$ cat src/rtl/finish_ctrl_pkg.sv
// Shared types and widths for the simulation-exit controller.
package finish_ctrl_pkg;

  typedef enum logic [1:0] {
    COLLECT = 2'd0,
    DRAIN   = 2'd1,
    FIRE    = 2'd2,
    HALT    = 2'd3
  } finish_state_t;

  localparam int EXIT_CODE_W  = 8;
  localparam int FINISH_ARG_W = EXIT_CODE_W + 1;

endpackage

$ cat src/rtl/finish_ctrl_quiet_timer.sv
// Counts consecutive console-idle cycles; any busy cycle restarts the count.
module quiet_timer #(
  parameter int DRAIN_CYCLES = 16
) (
  input  logic clk,
  input  logic rst_n,
  input  logic start,
  input  logic busy,
  output logic expired
);

  localparam int CNT_W = (DRAIN_CYCLES > 0) ? $clog2(DRAIN_CYCLES + 1) : 1;
  localparam logic [CNT_W-1:0] LAST = (DRAIN_CYCLES > 0) ? CNT_W'(DRAIN_CYCLES - 1) : '0;

  logic [CNT_W-1:0] cnt_q;
  logic [CNT_W-1:0] cnt_d;

  // next count and expiry decode
  always_comb begin
    cnt_d   = cnt_q;
    expired = 1'b0;
    if (start) begin
      cnt_d = '0;
    end else if (busy) begin
      cnt_d = '0;
    end else if (cnt_q == LAST) begin
      expired = 1'b1;
    end else begin
      cnt_d = cnt_q + CNT_W'(1);
    end
  end

  // count register
  always_ff @(posedge clk or negedge rst_n) begin
    if (!rst_n) begin
      cnt_q <= '0;
    end else begin
      cnt_q <= cnt_d;
    end
  end

endmodule

$ cat src/rtl/finish_ctrl.sv
// Collects per-hart exit requests, picks the exit code, waits for the console
// to go quiet and then pulses {finish, exitcode} for one cycle before parking.
module finish_ctrl
  import finish_ctrl_pkg::*;
#(
  parameter int NREQ         = 2,
  parameter int DRAIN_CYCLES = 16
) (
  input  logic                                     CLK,
  input  logic                                     RST_N,
  input  logic [NREQ-1:0]                          req_valid,
  input  logic [8*NREQ-1:0]                        req_code,
  output logic [NREQ-1:0]                          req_ready,
  input  logic                                     uart_busy,
  output logic [8:0]                               finish_arg,
  output logic                                     done,
  output logic [((NREQ > 1) ? $clog2(NREQ) : 1)-1:0] winner
);

  localparam int WIN_W = (NREQ > 1) ? $clog2(NREQ) : 1;

  finish_state_t                         state_q, state_d;
  logic [NREQ-1:0]                       got_q, got_d;
  logic [NREQ-1:0][EXIT_CODE_W-1:0]      code_q, code_d;
  logic [WIN_W-1:0]                      winner_q, winner_d;
  logic [EXIT_CODE_W-1:0]                sel_code_q, sel_code_d;
  logic [FINISH_ARG_W-1:0]               finish_arg_q, finish_arg_d;
  logic                                  done_q, done_d;

  logic                                  fail_found_s;
  logic [WIN_W-1:0]                      win_idx_s;
  logic [EXIT_CODE_W-1:0]                win_code_s;
  logic                                  timer_start_s;
  logic                                  timer_expired_s;

  // counter is held clear everywhere except DRAIN, so entry always starts at 0
  assign timer_start_s = (state_q != DRAIN);

  quiet_timer #(
    .DRAIN_CYCLES (DRAIN_CYCLES)
  ) u_quiet_timer (
    .clk     (CLK),
    .rst_n   (RST_N),
    .start   (timer_start_s),
    .busy    (uart_busy),
    .expired (timer_expired_s)
  );

  // next-state, accept and priority-select logic
  always_comb begin
    state_d      = state_q;
    got_d        = got_q;
    code_d       = code_q;
    winner_d     = winner_q;
    sel_code_d   = sel_code_q;
    finish_arg_d = '0;
    done_d       = done_q;
    fail_found_s = 1'b0;
    win_idx_s    = '0;
    win_code_s   = '0;
    req_ready    = (state_q == COLLECT) ? ~got_q : '0;

    case (state_q)
      COLLECT: begin
        for (int i = 0; i < NREQ; i++) begin
          if (req_valid[i] && req_ready[i]) begin
            got_d[i]  = 1'b1;
            code_d[i] = req_code[EXIT_CODE_W*i +: EXIT_CODE_W];
          end else begin
            got_d[i]  = got_q[i];
          end
        end
        // decision uses the values being latched this edge, so a deciding
        // accept moves on without an extra cycle
        for (int i = 0; i < NREQ; i++) begin
          if (!fail_found_s && got_d[i] && (code_d[i] != '0)) begin
            fail_found_s = 1'b1;
            win_idx_s    = WIN_W'(i);
            win_code_s   = code_d[i];
          end else begin
            fail_found_s = fail_found_s;
          end
        end
        if (fail_found_s || (&got_d)) begin
          winner_d   = win_idx_s;
          sel_code_d = win_code_s;
          if (DRAIN_CYCLES == 0) begin
            state_d      = FIRE;
            finish_arg_d = {1'b1, win_code_s};
          end else begin
            state_d      = DRAIN;
          end
        end else begin
          state_d = COLLECT;
        end
      end
      DRAIN: begin
        if (timer_expired_s) begin
          state_d      = FIRE;
          finish_arg_d = {1'b1, sel_code_q};
        end else begin
          state_d      = DRAIN;
        end
      end
      FIRE: begin
        state_d = HALT;
        done_d  = 1'b1;
      end
      HALT: begin
        done_d = 1'b1;
      end
      default: begin
        state_d = COLLECT;
      end
    endcase
  end

  // state and registered outputs
  always_ff @(posedge CLK or negedge RST_N) begin
    if (!RST_N) begin
      state_q      <= COLLECT;
      got_q        <= '0;
      code_q       <= '0;
      winner_q     <= '0;
      sel_code_q   <= '0;
      finish_arg_q <= '0;
      done_q       <= 1'b0;
    end else begin
      state_q      <= state_d;
      got_q        <= got_d;
      code_q       <= code_d;
      winner_q     <= winner_d;
      sel_code_q   <= sel_code_d;
      finish_arg_q <= finish_arg_d;
      done_q       <= done_d;
    end
  end

  assign finish_arg = finish_arg_q;
  assign done       = done_q;
  assign winner     = winner_q;

endmodule

$ cat config.mk
export PLATFORM = sky130hd
export DESIGN_NAME = finish_ctrl
export DESIGN_NICKNAME = d
export VERILOG_FILES = /design/src/rtl/finish_ctrl_pkg.sv /design/src/rtl/finish_ctrl_quiet_timer.sv /design/src/rtl/finish_ctrl.sv
export SDC_FILE = /design/constraint.sdc
export NUM_CORES = 1
export LEC_CHECK = 0
export BUFFER_PORTS_ARGS = -buffer_cell sky130_fd_sc_hd__buf_4
export CAP_MARGIN = 40
export CORE_ASPECT_RATIO = 1.1
export CORE_MARGIN = 2
export CORE_UTILIZATION = 40
export DETAILED_ROUTE_END_ITERATION = 16
export PLACE_DENSITY = 0.64
export SYNTH_ARGS = -nofsm -noshare
export SYNTH_HDL_FRONTEND = slang
export SYNTH_HIERARCHICAL = 1
export SYNTH_SLANG_ARGS = --single-unit
$ cat constraint.sdc
create_clock -name CLK -period 2.6 [get_ports CLK]
set_input_delay 0.78 -clock CLK [delete_from_list [all_inputs] [get_ports CLK]]
set_output_delay 0.78 -clock CLK [all_outputs]
set_load 0.02 [all_outputs]
==> results.json <==
{
  "setup_tns_ns": 0,
  "maxCapViolCount": 0,
  "drt_iter0_markers": 49,
  "rows": 27,
  "coreArea_um2": 5030,
  "synthArstFlopShare_pct": 100,
  "n_antenna_cell": 0,
  "initial_core_util_pct": 41.6,
  "synth-seq-cells": 44,
  "wl_mm": 3.86,
  "power_leakage_nw": 1.37,
  "worst_r2r_path_depth": 8,
  "required_ns": 2.79,
  "gr-usage-all-layers_pct": 14.9,
  "cts.sinks": 44,
  "clk_latency_ns": 0.29,
  "final-hold-violation-count": 0,
  "numCtsBuffers": 5,
  "syn-cell-area_um2": 2090,
  "min_path_type": "input pin to asynchronous set/reset pin",
  "tightest_slew_ns": 0.553,
  "rr_endpoint": "sel_code_q[6]",
  "cts_max_level": 2,
  "synth-edff-count": 0,
  "yosysUniqueCellTypes": 35,
  "final_cell_mix": "dfrtp_1, buf_4, mux2_2",
  "wl_per_cell_um": 14.6,
  "finalSetupViolations": 0,
  "postCtsSetupRepairBufs": 0,
  "wl_met3_um": 117,
  "grt_max_degree": 45,
  "die_area_um2": 5830,
  "gp_congestion": 0.750,
  "dpl.hpwl_mm": 2.90,
  "grt_pass1_wl_mm": 6.67,
  "cellPowerDensity_nw_per_um2": 468,
  "period_minus_slack_ns": 2.38,
  "synth_area_leaders": "dfrtp_1, mux2_2, mux2_4",
  "ant_nets": 0,
  "hold_buffers": 0,
  "fmax_mhz": 420,
  "vias": 1362,
  "io_pins": 34,
  "viasPerCell": 5.16,
  "numPortBuffers": 33,
  "timing.slew.headroom_pct": 63.1,
  "firstDrtPassIters": 4,
  "multi_input_area_um2": 922,
  "syn_avg_cell_area_um2": 12.7,
  "cp-end-kind": "flip-flop",
  "slew_viol_final": 0,
  "finalNetCount": 233,
  "syn_to_final_growth_pct": 19.8,
  "status": "finished clean",
  "peakVddDrop_uv": 223,
  "stdcell_count": 264,
  "critPathMaxFanout": 12,
  "netlist_instances": 165,
  "antenna_found_initial": 0,
  "cts_resized": 0,
  "dr_wl_met2_mm": 1.88,
  "cts_max_path_buffers": 2,
  "crit_arrival_ns": 2.57,
  "cts_tree": "yes",
  "wl_met1_mm": 1.79,
  "final-seq-area_um2": 1100,
  "grt_pass1_vias": 1433,
  "ys.flop_type": "dfrtp_1",
  "r2r_start": "state_q[1]",
  "synth_warnings": 6,
  "grt_overflow": 0,
  "cts-root-buf": "clkbuf_8",
  "drc_errors": 0,
  "critPathLaunchType": "flip-flop",
  "synth_largest_area_cell": "dfrtp_1",
  "layout_commonest_cell": "dfrtp_1",
  "topRoutingLayerUsed": "met4",
  "r2r_slack_ns": 0.22,
  "ys_seq_area_share_pct": 52.6,
  "period_share_pct": 91.5,
  "crit_type": "flip-flop to flip-flop",
  "nFillCells": 463,
  "synth_fp_nets": 193,
  "drive_gt1_share_pct": 39.8,
  "cts.clk_slew.worst_paths_ns": 0.08,
  "fin_skew_ns": 0.00387,
  "place_inst": 256,
  "die_y_um": 79.9,
  "die_x_um": 73.0,
  "synth_top_area_share_pct": 52.6,
  "rsz0062_at_grt": "false"
}
==> registers in the layout (all words and copies together) (netlist names) <==
register	flops
code_q	16
done	1
finish_arg	9
got_q	2
sel_code_q	8
state_q	2
u_quiet_timer/cnt_q	5
winner	1
==> final cells by class <==
| class | count | area share [%] |
|---|---|---|
| repair buffers | 38 | 11.4 |
| flip-flops and latches | 44 | 43.9 |
| clock buffers | 7 | 3.44 |
| clock inverters | 1 | 0.299 |
| multi-input cells | 107 | 36.8 |
| inverters | 9 | 1.35 |
| well taps | 58 | 2.89 |
==> how the worst max path moves through the flow <==
stage,depth (start not counted),endpoint,slack (ns),start
floorplan,6,sel_code_q[0],0.28,req_code[0]
global placement,7,sel_code_q[6],0.11,req_code[4]
detailed placement,7,sel_code_q[6],0.10,req_code[4]
CTS,8,sel_code_q[6],0.22,state_q[1]
global route,8,sel_code_q[3],0.04,state_q[0]
finish,8,sel_code_q[6],0.22,state_q[1]
==> cell families (layout without fill, tap and decap cells) <==
kind of cell	count (synthesis)	count (layout)	share of synthesized area (%)
AOI/OAI and AO/OA	15	15	5.44
xor gates and xnor gates	3	3	1.26
and+or+nand+nor	49	49	14.4
adders and majority gates	7	7	4.18
DFF	44	44	52.6
buffers and inverters	14	55	3.35
muxes	33	33	18.8
==> critical path, stage by stage (launching register included) <==
cell and delay (ns):
dfrtp_1 0.43, inv_1 0.12, ha_1 0.28, nand3b_2 0.32, nand3_1 0.17, o21ai_1 0.15
a221oi_4 0.25, buf_4 0.21, mux2_2 0.34
==> Yosys cell counts (2+ instances only) <==
library cell / count
inv_1: 9
a21oi_1: 5
and2_0: 6
and2_1: 3
mux2_4: 6
a22o_1: 2
and3_1: 9
o21ai_0: 2
nor4_1: 8
mux2_2: 26
dfrtp_1: 44
buf_2: 2
nor2_1: 9
buf_6: 2
xor2_1: 2
nand3b_2: 2
ha_1: 7
nand2_1: 4
==> per-stage QoR <==
stage | instance area (µm²) | hold WS, ns | power, W | worst slack [ns] | utilization [%]
global placement | 2410 | 0.462 | 0.000740 | 0.110 | 48.0
CTS | 2510 | 0.480 | 0.00119 | 0.223 | 49.8
finish | 2510 | 0.472 | 0.00117 | 0.221 | 49.8
detailed placement | 2410 | 0.455 | 0.000740 | 0.100 | 48.0
floorplan | 2090 | 0.472 | 0.000699 | 0.275 | -
global route | 2510 | 0.493 | 0.00122 | 0.0373 | 49.8
==> per-layer routing <==
layer  GRT usage, %  vias up
li1               -      657
met1           19.5      676
met2           23.9       22
met3           3.41        7
met4           5.74        0
met5              0        -
==> power by group <==
group | internal [W] | switching [W] | leakage [nW]
Combinational | 0.0000202 | 0.0000214 | 0.730
Sequential | 0.000684 | 0 | 0.599
Clock | 0.000216 | 0.000232 | 0.0445
No activity file was read; power rests on OpenSTA's default activity.
